$ cat src/rtl/stb_hit_accum_pkg.sv
`default_nettype none
// ============================================================================
//  Module      : stb_hit_accum_pkg
//  Description : Shared types and default widths for the strobe hit
//                accumulator (measure unit). The counter width matches the
//                strobe generator's counter width.
//  Revision    : 1.0  initial release
// ============================================================================
package stb_hit_accum_pkg;

    typedef enum logic [1:0] {
        HA_IDLE  = 2'd0,
        HA_ARM   = 2'd1,
        HA_ACCUM = 2'd2,
        HA_DONE  = 2'd3
    } hit_accum_state_t;

    localparam int c_CNT_W          = 16;
    localparam int c_TIMEOUT_W      = 24;
    localparam int c_TIMEOUT_CYCLES = 2**20;

endpackage
`default_nettype wire

$ cat src/rtl/stb_hit_accum_sync_2ff.sv
`default_nettype none
// ============================================================================
//  Module      : sync_2ff
//  Description : Two-flop synchronizer with asynchronous active-high reset,
//                used to bring the comparator output into clk_i.
//  Revision    : 1.0  initial release
// ============================================================================
module sync_2ff #(
    parameter int WIDTH = 1
) (
    input  logic             clk_i,
    input  logic             arst_i,
    input  logic [WIDTH-1:0] d_i,
    output logic [WIDTH-1:0] q_o
);

    logic [WIDTH-1:0] r_meta;
    logic [WIDTH-1:0] r_sync;

    // Metastability stage followed by the settled output stage.
    always_ff @(posedge clk_i or posedge arst_i) begin
        if (arst_i) begin
            r_meta <= '0;
            r_sync <= '0;
        end else begin
            r_meta <= d_i;
            r_sync <= r_meta;
        end
    end

    assign q_o = r_sync;

endmodule
`default_nettype wire

$ cat src/rtl/stb_hit_accum.sv
`default_nettype none
// ============================================================================
//  Module      : stb_hit_accum
//  Description : Counts comparator hits on strobe rising edges over a
//                programmed number of strobes and hands hits/total/error to
//                the measurement controller over a valid/ready handshake.
//  Revision    : 1.0  initial release
// ============================================================================
module stb_hit_accum
    import stb_hit_accum_pkg::*;
#(
    parameter int CNT_W          = c_CNT_W,
    parameter int TIMEOUT_W      = c_TIMEOUT_W,
    parameter int TIMEOUT_CYCLES = c_TIMEOUT_CYCLES
) (
    input  logic             clk_i,
    input  logic             arst_i,
    input  logic             stb_i,
    input  logic             stb_err_i,
    input  logic             cmp_i,
    input  logic             start_i,
    input  logic             abort_i,
    input  logic [CNT_W-1:0] n_samples_i,
    output logic             busy_o,
    output logic             res_valid_o,
    input  logic             res_ready_i,
    output logic [CNT_W-1:0] res_hits_o,
    output logic [CNT_W-1:0] res_total_o,
    output logic             res_err_o
);

    // The strobe-rise cycle counts as the first cycle of a gap, so the
    // timeout fires when the gap reaches TIMEOUT_CYCLES cycles measured
    // from the strobe rise to res_valid_o.
    localparam logic [TIMEOUT_W-1:0] c_WD_LAST = TIMEOUT_W'(TIMEOUT_CYCLES - 1);
    localparam logic [TIMEOUT_W-1:0] c_WD_SAT  = TIMEOUT_W'(TIMEOUT_CYCLES);

    hit_accum_state_t r_state, w_state_nxt;

    logic                 r_stb_q;
    logic                 w_edge;
    logic                 w_cmp_s;
    logic [CNT_W-1:0]     r_n_req,  w_n_req_nxt;
    logic [CNT_W-1:0]     r_hits,   w_hits_nxt;
    logic [CNT_W-1:0]     r_total,  w_total_nxt;
    logic [CNT_W-1:0]     w_total_inc;
    logic                 r_err,    w_err_nxt;
    logic [TIMEOUT_W-1:0] r_wd,     w_wd_nxt;
    logic [TIMEOUT_W-1:0] w_wd_inc;
    logic                 w_timeout;

    sync_2ff #(
        .WIDTH (1)
    ) u_cmp_sync (
        .clk_i  (clk_i),
        .arst_i (arst_i),
        .d_i    (cmp_i),
        .q_o    (w_cmp_s)
    );

    assign w_edge      = stb_i & ~r_stb_q;
    assign w_wd_inc    = r_wd + TIMEOUT_W'(1);
    assign w_timeout   = (w_wd_inc >= c_WD_LAST);
    assign w_total_inc = r_total + CNT_W'(1);

    // Next-state and counter updates; abort beats strobe error beats
    // watchdog beats a strobe edge.
    always_comb begin
        w_state_nxt = r_state;
        w_n_req_nxt = r_n_req;
        w_hits_nxt  = r_hits;
        w_total_nxt = r_total;
        w_err_nxt   = r_err;
        w_wd_nxt    = r_wd;
        case (r_state)
            HA_IDLE: begin
                if (start_i) begin
                    w_n_req_nxt = n_samples_i;
                    w_hits_nxt  = '0;
                    w_total_nxt = '0;
                    w_err_nxt   = 1'b0;
                    w_wd_nxt    = '0;
                    w_state_nxt = (n_samples_i == '0) ? HA_DONE : HA_ARM;
                end
            end
            HA_ARM, HA_ACCUM: begin
                if (abort_i) begin
                    w_state_nxt = HA_IDLE;
                end else if (stb_err_i) begin
                    w_err_nxt   = 1'b1;
                    w_state_nxt = HA_DONE;
                end else if (w_timeout) begin
                    w_err_nxt   = 1'b1;
                    w_wd_nxt    = c_WD_SAT;
                    w_state_nxt = HA_DONE;
                end else if (w_edge) begin
                    w_wd_nxt = '0;
                    if (r_state == HA_ARM) begin
                        // First strobe after lock is partial: discard it.
                        w_state_nxt = HA_ACCUM;
                    end else begin
                        w_total_nxt = w_total_inc;
                        w_hits_nxt  = r_hits + {{(CNT_W-1){1'b0}}, w_cmp_s};
                        if (w_total_inc == r_n_req) begin
                            w_state_nxt = HA_DONE;
                        end
                    end
                end else begin
                    w_wd_nxt = w_wd_inc;
                end
            end
            HA_DONE: begin
                if (res_ready_i) begin
                    w_state_nxt = HA_IDLE;
                end
            end
            default: begin
                w_state_nxt = HA_IDLE;
            end
        endcase
    end

    // State, counters and strobe delay register.
    always_ff @(posedge clk_i or posedge arst_i) begin
        if (arst_i) begin
            r_state <= HA_IDLE;
            r_stb_q <= 1'b0;
            r_n_req <= '0;
            r_hits  <= '0;
            r_total <= '0;
            r_err   <= 1'b0;
            r_wd    <= '0;
        end else begin
            r_state <= w_state_nxt;
            r_stb_q <= stb_i;
            r_n_req <= w_n_req_nxt;
            r_hits  <= w_hits_nxt;
            r_total <= w_total_nxt;
            r_err   <= w_err_nxt;
            r_wd    <= w_wd_nxt;
        end
    end

    assign busy_o      = (r_state != HA_IDLE);
    assign res_valid_o = (r_state == HA_DONE);
    assign res_hits_o  = r_hits;
    assign res_total_o = r_total;
    assign res_err_o   = r_err;

endmodule
`default_nettype wire

$ cat config.mk
export PLATFORM = sky130hd
export DESIGN_NAME = stb_hit_accum
export DESIGN_NICKNAME = d
export VERILOG_FILES = /design/src/rtl/stb_hit_accum_pkg.sv /design/src/rtl/stb_hit_accum_sync_2ff.sv /design/src/rtl/stb_hit_accum.sv
export SDC_FILE = /design/constraint.sdc
export NUM_CORES = 1
export LEC_CHECK = 0
export ABC_CLOCK_PERIOD_IN_PS = 3600
export BUFFER_PORTS_ARGS = -buffer_cell sky130_fd_sc_hd__buf_2
export CAP_MARGIN = 20
export CORE_MARGIN = 5
export CORE_UTILIZATION = 35
export CTS_BUF_LIST = sky130_fd_sc_hd__clkbuf_2 sky130_fd_sc_hd__clkbuf_4 sky130_fd_sc_hd__clkbuf_8
export DETAILED_ROUTE_END_ITERATION = 8
export GPL_TIMING_DRIVEN = 1
export PLACE_DENSITY = 0.56
export SLEW_MARGIN = 0
export SYNTH_ARGS = -nofsm -noshare
export SYNTH_HDL_FRONTEND = slang
export SYNTH_SLANG_ARGS = --single-unit
$ cat constraint.sdc
create_clock -name clk_i -period 3.6 [get_ports clk_i]
set_input_delay 0.72 -clock clk_i [delete_from_list [all_inputs] [get_ports clk_i]]
set_output_delay 0.72 -clock clk_i [all_outputs]
set_load 0.01 [all_outputs]
### Yosys cells after proc, flatten, opt, wreduce, memory -nomap -nowiden

Index checks and enable logic that the tools add are counted.

* bits in registers: 78
* bits in latches: 0
* memory bits (writable): 0
* memory bits (read-only): 0
* input bits: 24
* output and inout port bits: 35
* word-level logic and storage cells: 73
* memories kept: 0

* add/sub/neg operators: 3
* multiply operators: 0
* div/mod/pow operators: 0
* $lt $le $gt $ge: 1
* equality and inequality tests: 14
* shifts and indexed selects: 0
* multiplexer cells: 34
* bitwise operators: 2
* reduce and logical (&&, ||, !) cells: 10

Operators with widths (number)
* two-way mux 16 bit: 11
* two-way mux 24 bit: 5
* case mux 16 bit (2 select lines): 2
* case mux 24 bit (2 select lines): 1
* adder 24 x 1 -> 24 bit (second input constant): 1
* greater-or-equal comparator 24 x 20 -> 1 bit (second input constant): 1
* two-way mux 2 bit: 9
* adder 16 x 1 -> 16 bit: 1
* adder 16 x 1 -> 16 bit (second input constant): 1
* == test 16 bit: 1
* logical NOT 16 bit: 1
* != test 2 bit (second input constant): 6
* AND reduction 4 bit: 3
* AND reduction 7 bit: 1
* != test 6 bit (second input constant): 1
* case mux 2 bit (3 select lines): 1
* != test 5 bit (second input constant): 1
* == test 2 bit (second input constant): 2
* two-way mux 1 bit: 4
* nonzero test 2 bit: 2
* != test 3 bit (second input constant): 1
* == test 2 x 1 -> 1 bit (second input constant): 1
* logical NOT 2 bit: 1
* != test 2 x 1 -> 1 bit (second input constant): 1
* other kinds (5): 5

### Depth between registers and ports, before layout

* word-level depth: 9
* gate-level depth with buffers: 11
* gate-level depth less buffers: 9

### Hierarchy

From an unflattened synthesis, not the netlist that was laid out.

* cells, all modules: 576
* area total of the unflattened synthesis: 5157.4 um2

Modules (own cells, without submodules)
* stb_hit_accum: instances 1, cells each 573, area each 5103.6 um2, seq. area each 1901.8 um2
* sync_2ff: instances 1, cells each 3, area each 53.8 um2, seq. area each 50.0 um2

### Worst setup path after synthesis

OpenSTA, ideal clock, no wires.

* kind: register -> register
* start point: register r_wd[0]
* end point: register r_total[14], in the netlist res_total_o[14]
* arrival time: 2740 ps
* data required time: 3479 ps
* path slack: 739 ps
* cell stages (with the launch flop): 11
* path buffers: 1
* cells stage by stage: dfrtp_1 > ha_1 > nand3_1 > or4_1 > or3_1 > a21oi_1 > o2111ai_2 > buf_4 > nand3_1 > mux2_2 > a22o_1

* cells in the longest elaborated chain, start to end: 4

Ends and longest elaborated chain
* start, declared: RTL line stb_hit_accum.sv:48 `logic [TIMEOUT_W-1:0] r_wd, w_wd_nxt;`
* start signal, assigned: RTL line stb_hit_accum.sv:140 `r_wd <= w_wd_nxt;`
* adder 24 x 1 -> 24 bit: RTL line stb_hit_accum.sv:62 `assign w_wd_inc = r_wd + TIMEOUT_W'(1);`
* greater-or-equal comparator 24 x 20 -> 1 bit: RTL line stb_hit_accum.sv:63 `assign w_timeout = (w_wd_inc >= c_WD_LAST);`
* != test 2 bit (no source line)
* AND reduction 7 bit (no source line)
* end signal, assigned: RTL line stb_hit_accum.sv:138 `r_total <= w_total_nxt;`
* end, declared: RTL line stb_hit_accum.sv:45 `logic [CNT_W-1:0] r_total, w_total_nxt;`

No other way between the ends.
A chain may end at the register's enable or synchronous reset.

### Worst setup path after layout

* start point: register r_wd[0]
* end point: register r_state[1]

* cells in the longest elaborated chain, start to end: 6
* elaborated cells between the ends (all ways): 9
* classes of those cells: add/sub (1); order compare (1); eq/ne (2); mux (4); reduce/logical (1)

Ends and longest elaborated chain
* adder 24 x 1 -> 24 bit (*): RTL line stb_hit_accum.sv:62
* greater-or-equal comparator 24 x 20 -> 1 bit (*): RTL line stb_hit_accum.sv:63
* two-way mux 2 bit: RTL line stb_hit_accum.sv:92 `end else if (w_timeout) begin`
* two-way mux 2 bit: RTL line stb_hit_accum.sv:89 `end else if (stb_err_i) begin`
* two-way mux 2 bit: RTL line stb_hit_accum.sv:87 `if (abort_i) begin`
* case mux 2 bit (3 select lines): RTL line stb_hit_accum.sv:75 `case (r_state)`
* end signal, assigned: RTL line stb_hit_accum.sv:134 `r_state <= w_state_nxt;`
* end, declared: RTL line stb_hit_accum.sv:38 `hit_accum_state_t r_state, w_state_nxt;`

Mark *: on every way between the ends. The rest lies on a longest branch, timed or not.

==> run metrics <==
status=complete, no violations; WL final=around 13000 um; gr ovfl total=0; synthesized net count=564; Area Growth Syn to Fin=15.3%; Startpoint Class=flop; Tcrit/Tclk final=0.929; CTS tree=built; CTS Buffer Depth=2; Initial Utilization=0.361; CP Data Required Time=approximately 3.9 ns; post-synthesis cell area=4820 um2; NumNets Final=roughly 620; Worst-Skew Late Latency=approximately 0.38 ns; IO Pins=just under 60; syn avg cell area=between 9 and 10 um2; Rows=42; Hold Vio Cnt, Final=0; P_leak=2.35 nW; RSZ-0062 raised after global routing=false; Die H=between 100 and 150 um; critical path type=flop to flop; reg2reg path depth=10; GP Congestion=0.892; share of layout cells above drive strength 1=0.205; # port buffers=just under 60; Die Span X=127 um; Post-synth EDFFs=0; CTS sink cnt=78; vias post-DR=between 4000 and 5000; DRC errors left=0; setup_tns=0 ns; Worst Hold Class=input port to asynchronous set/reset pin; Peak supply drop=~0.38 mV; Slew headroom=0.479; Slew @ Worst Pin=roughly 0.78 ns; Period minus WS final=3.34 ns; post-synth cell types=56; Antenna Diode Count=0; Final Max Tran Viols=0; DPL Wire Length=9290 um; core area=between 10000 and 15000 um2; f_max=around 300 MHz; TritonCTS Buffers=9; Root Buffer=clkbuf_8; Tot Pwr=approximately 3.1 mW; Crit. End Element=flop; H-tree depth=3; register area share after synthesis=0.405; multi-input logic area=about 2700 um2; synthesized instance count=532; first-pass GRT wire length=roughly 22000 um; DRT antenna net count=0; antenna violations before repair=0; Final Setup Violations=0; Total Routing Usage GR=0.167; vias per cell=between 5 and 6; CP Data Arrival Time=roughly 3.6 ns; Reg clk slew, reported paths=around 0.080 ns; #FFs+latches synth=78; max_cap viols=0; filler cell count=1331; ys flop type=dfrtp_1; Synth async-reset ratio=1.00; DRT iter0 DRCs=between 400 and 500; maximum fanout along the worst path=9; pwr/cell area=561 nW/um2; WL per Instance=around 17 um; clk_skew=around 0.0081 ns; largest net degree at the start of global routing=70; synth warn=0; Storage cell area=just under 2000 um2; drt first pass iters=5; vias in the first global route=around 4200; die footprint=about 16000 um2
-- critical path: stages, from the launching register on --
cell and delay (ns):
dfrtp_1 0.43, ha_1 0.27, nand3_1 0.20, or4_1 0.56, o21ai_0 0.18, a21oi_1 0.10
o2111ai_2 0.44, buf_4 0.23, a21oi_1 0.06, nor3_1 0.38, mux2_2 0.38
-- cells in the final DEF, fill, tap and decap left out, types with 7 or more instances in the layout --
master	instances
a31oi_1	20
or3_1	13
nor4_1	9
nand3_1	40
clkbuf_8	11
o211ai_1	9
inv_1	16
o31ai_1	9
a21oi_1	23
and3_1	15
nor2_1	19
nand2_1	46
xor2_1	12
o311ai_0	7
o21ai_0	30
buf_4	18
or4_1	16
dfrtp_1	78
nor3_1	11
mux2_2	19
nand4_1	22
ha_1	8
xnor2_1	15
buf_2	58
-- report_power, final --
part | leakage (nW) | internal (mW) | total [mW] | switching (mW)
registers | 1.04 | 1.01 | 1.14 | 0.128
logic | 1.19 | 0.454 | 1.22 | 0.765
clock network | 0.115 | 0.422 | 0.759 | 0.336
-- worst paths after layout --
path / start / endpoint / slack, ns
setup / recovery: r_wd[0]$_DFFE_PP0P_ / r_state[1]$_DFFE_PP0P_ / 0.26
hold / removal: arst_i / res_hits_o[5]$_DFFE_PP0P_ / 0.23
setup reg to reg: r_wd[0]$_DFFE_PP0P_ / r_state[1]$_DFFE_PP0P_ / 0.26
hold reg to reg: u_cmp_sync.r_meta$_DFF_PP0_ / u_cmp_sync.q_o$_DFF_PP0_ / 0.38
max in group asynchronous: arst_i / r_n_req[9]$_DFFE_PP0P_ / 2.73
min in group clk_i: u_cmp_sync.r_meta$_DFF_PP0_ / u_cmp_sync.q_o$_DFF_PP0_ / 0.38
-- cell families (layout without fill, tap and decap cells) --
family,after synthesis,count (layout),synth area share
AND/OR/NAND/NOR,221,221,0.260
XOR/XNOR,27,27,0.0491
buffers and inverters,52,109,0.0449
adder cells (fa/ha/maj),8,8,0.0208
flip-flops,78,78,0.405
multiplexers,21,21,0.0486
AO/OA/AOI/OAI,125,125,0.172
-- area by class of cell --
cell class              instances  share of cell area
clock inverters                 4              0.0126
well taps                     176              0.0396
multi-input cells             402               0.477
inverters                      17              0.0117
flip-flops and latches         78               0.351
clock buffers                  11              0.0272
repair buffers                 77              0.0802
-- Yosys cell counts, drive strengths merged (3+ instances only) --
cell type   n  area, um2
and3       15       93.8
o21ai      30        150
clkbuf     25       95.1
a21oi      24        124
xor2       12        105
ha          8        100
nand3      41        218
nor4       12        120
a31oi      20        125
and4        4       35.0
o31ai       9       67.6
o211ai      9       67.6
xnor2      15        131
o311ai      7       61.3
mux2       19        214
a22o        3       26.3
nand2      47        176
dfrtp      78       1950
nand4      22        138
or3        13       81.3
nor3       11       55.1
o22ai       3       18.8
nand2b      6       37.5
or4        16        120
inv        17       63.8
buf        10       57.6
and2        5       31.3
nand3b      3       22.5
nor2       19       71.3
-- layer usage --
metal  up-vias  GRT usage  part of all wire
met3        16     0.0388             0.058
met4         0     0.0498             0.015
met1      2145      0.242              0.49
met5         -          0                 0
met2       147      0.249              0.44
li1       2128          -                 -
-- flip-flops by register name, indices dropped and copies added, names as in the netlist --
name               flops
r_state                2
r_wd                  24
res_total_o           16
u_cmp_sync.q_o         1
res_hits_o            16
u_cmp_sync.r_meta      1
r_n_req               16
res_err_o              1
r_stb_q                1
-- through the flow --
step / hold WS [ns] / instance area (um2) / cells / utilization / setup slack, ns
4_1_cts: 0.200 / 5540 / 763 / 0.415 / 0.114
3_5_place_dp: 0.339 / 5320 / 748 / 0.398 / 0.153
5_1_grt: 0.225 / 5560 / 765 / 0.416 / 0.0338
2_1_floorplan: 0.331 / 4820 / 532 / - / 0.739
6_report: 0.233 / 5560 / 765 / 0.416 / 0.257
3_3_place_gp: 0.350 / 5320 / 748 / 0.398 / 0.343
-- what timing repair did --
item / CTS / global route
buffers inserted: 0 / 2
setup endpoints to repair: 0 / 10
hold endpoints to repair: 0 / 0
gates resized for setup: 0 / 1
hold buffers: 0 / 0
Note: power is estimated with default switching activity, not from simulation.
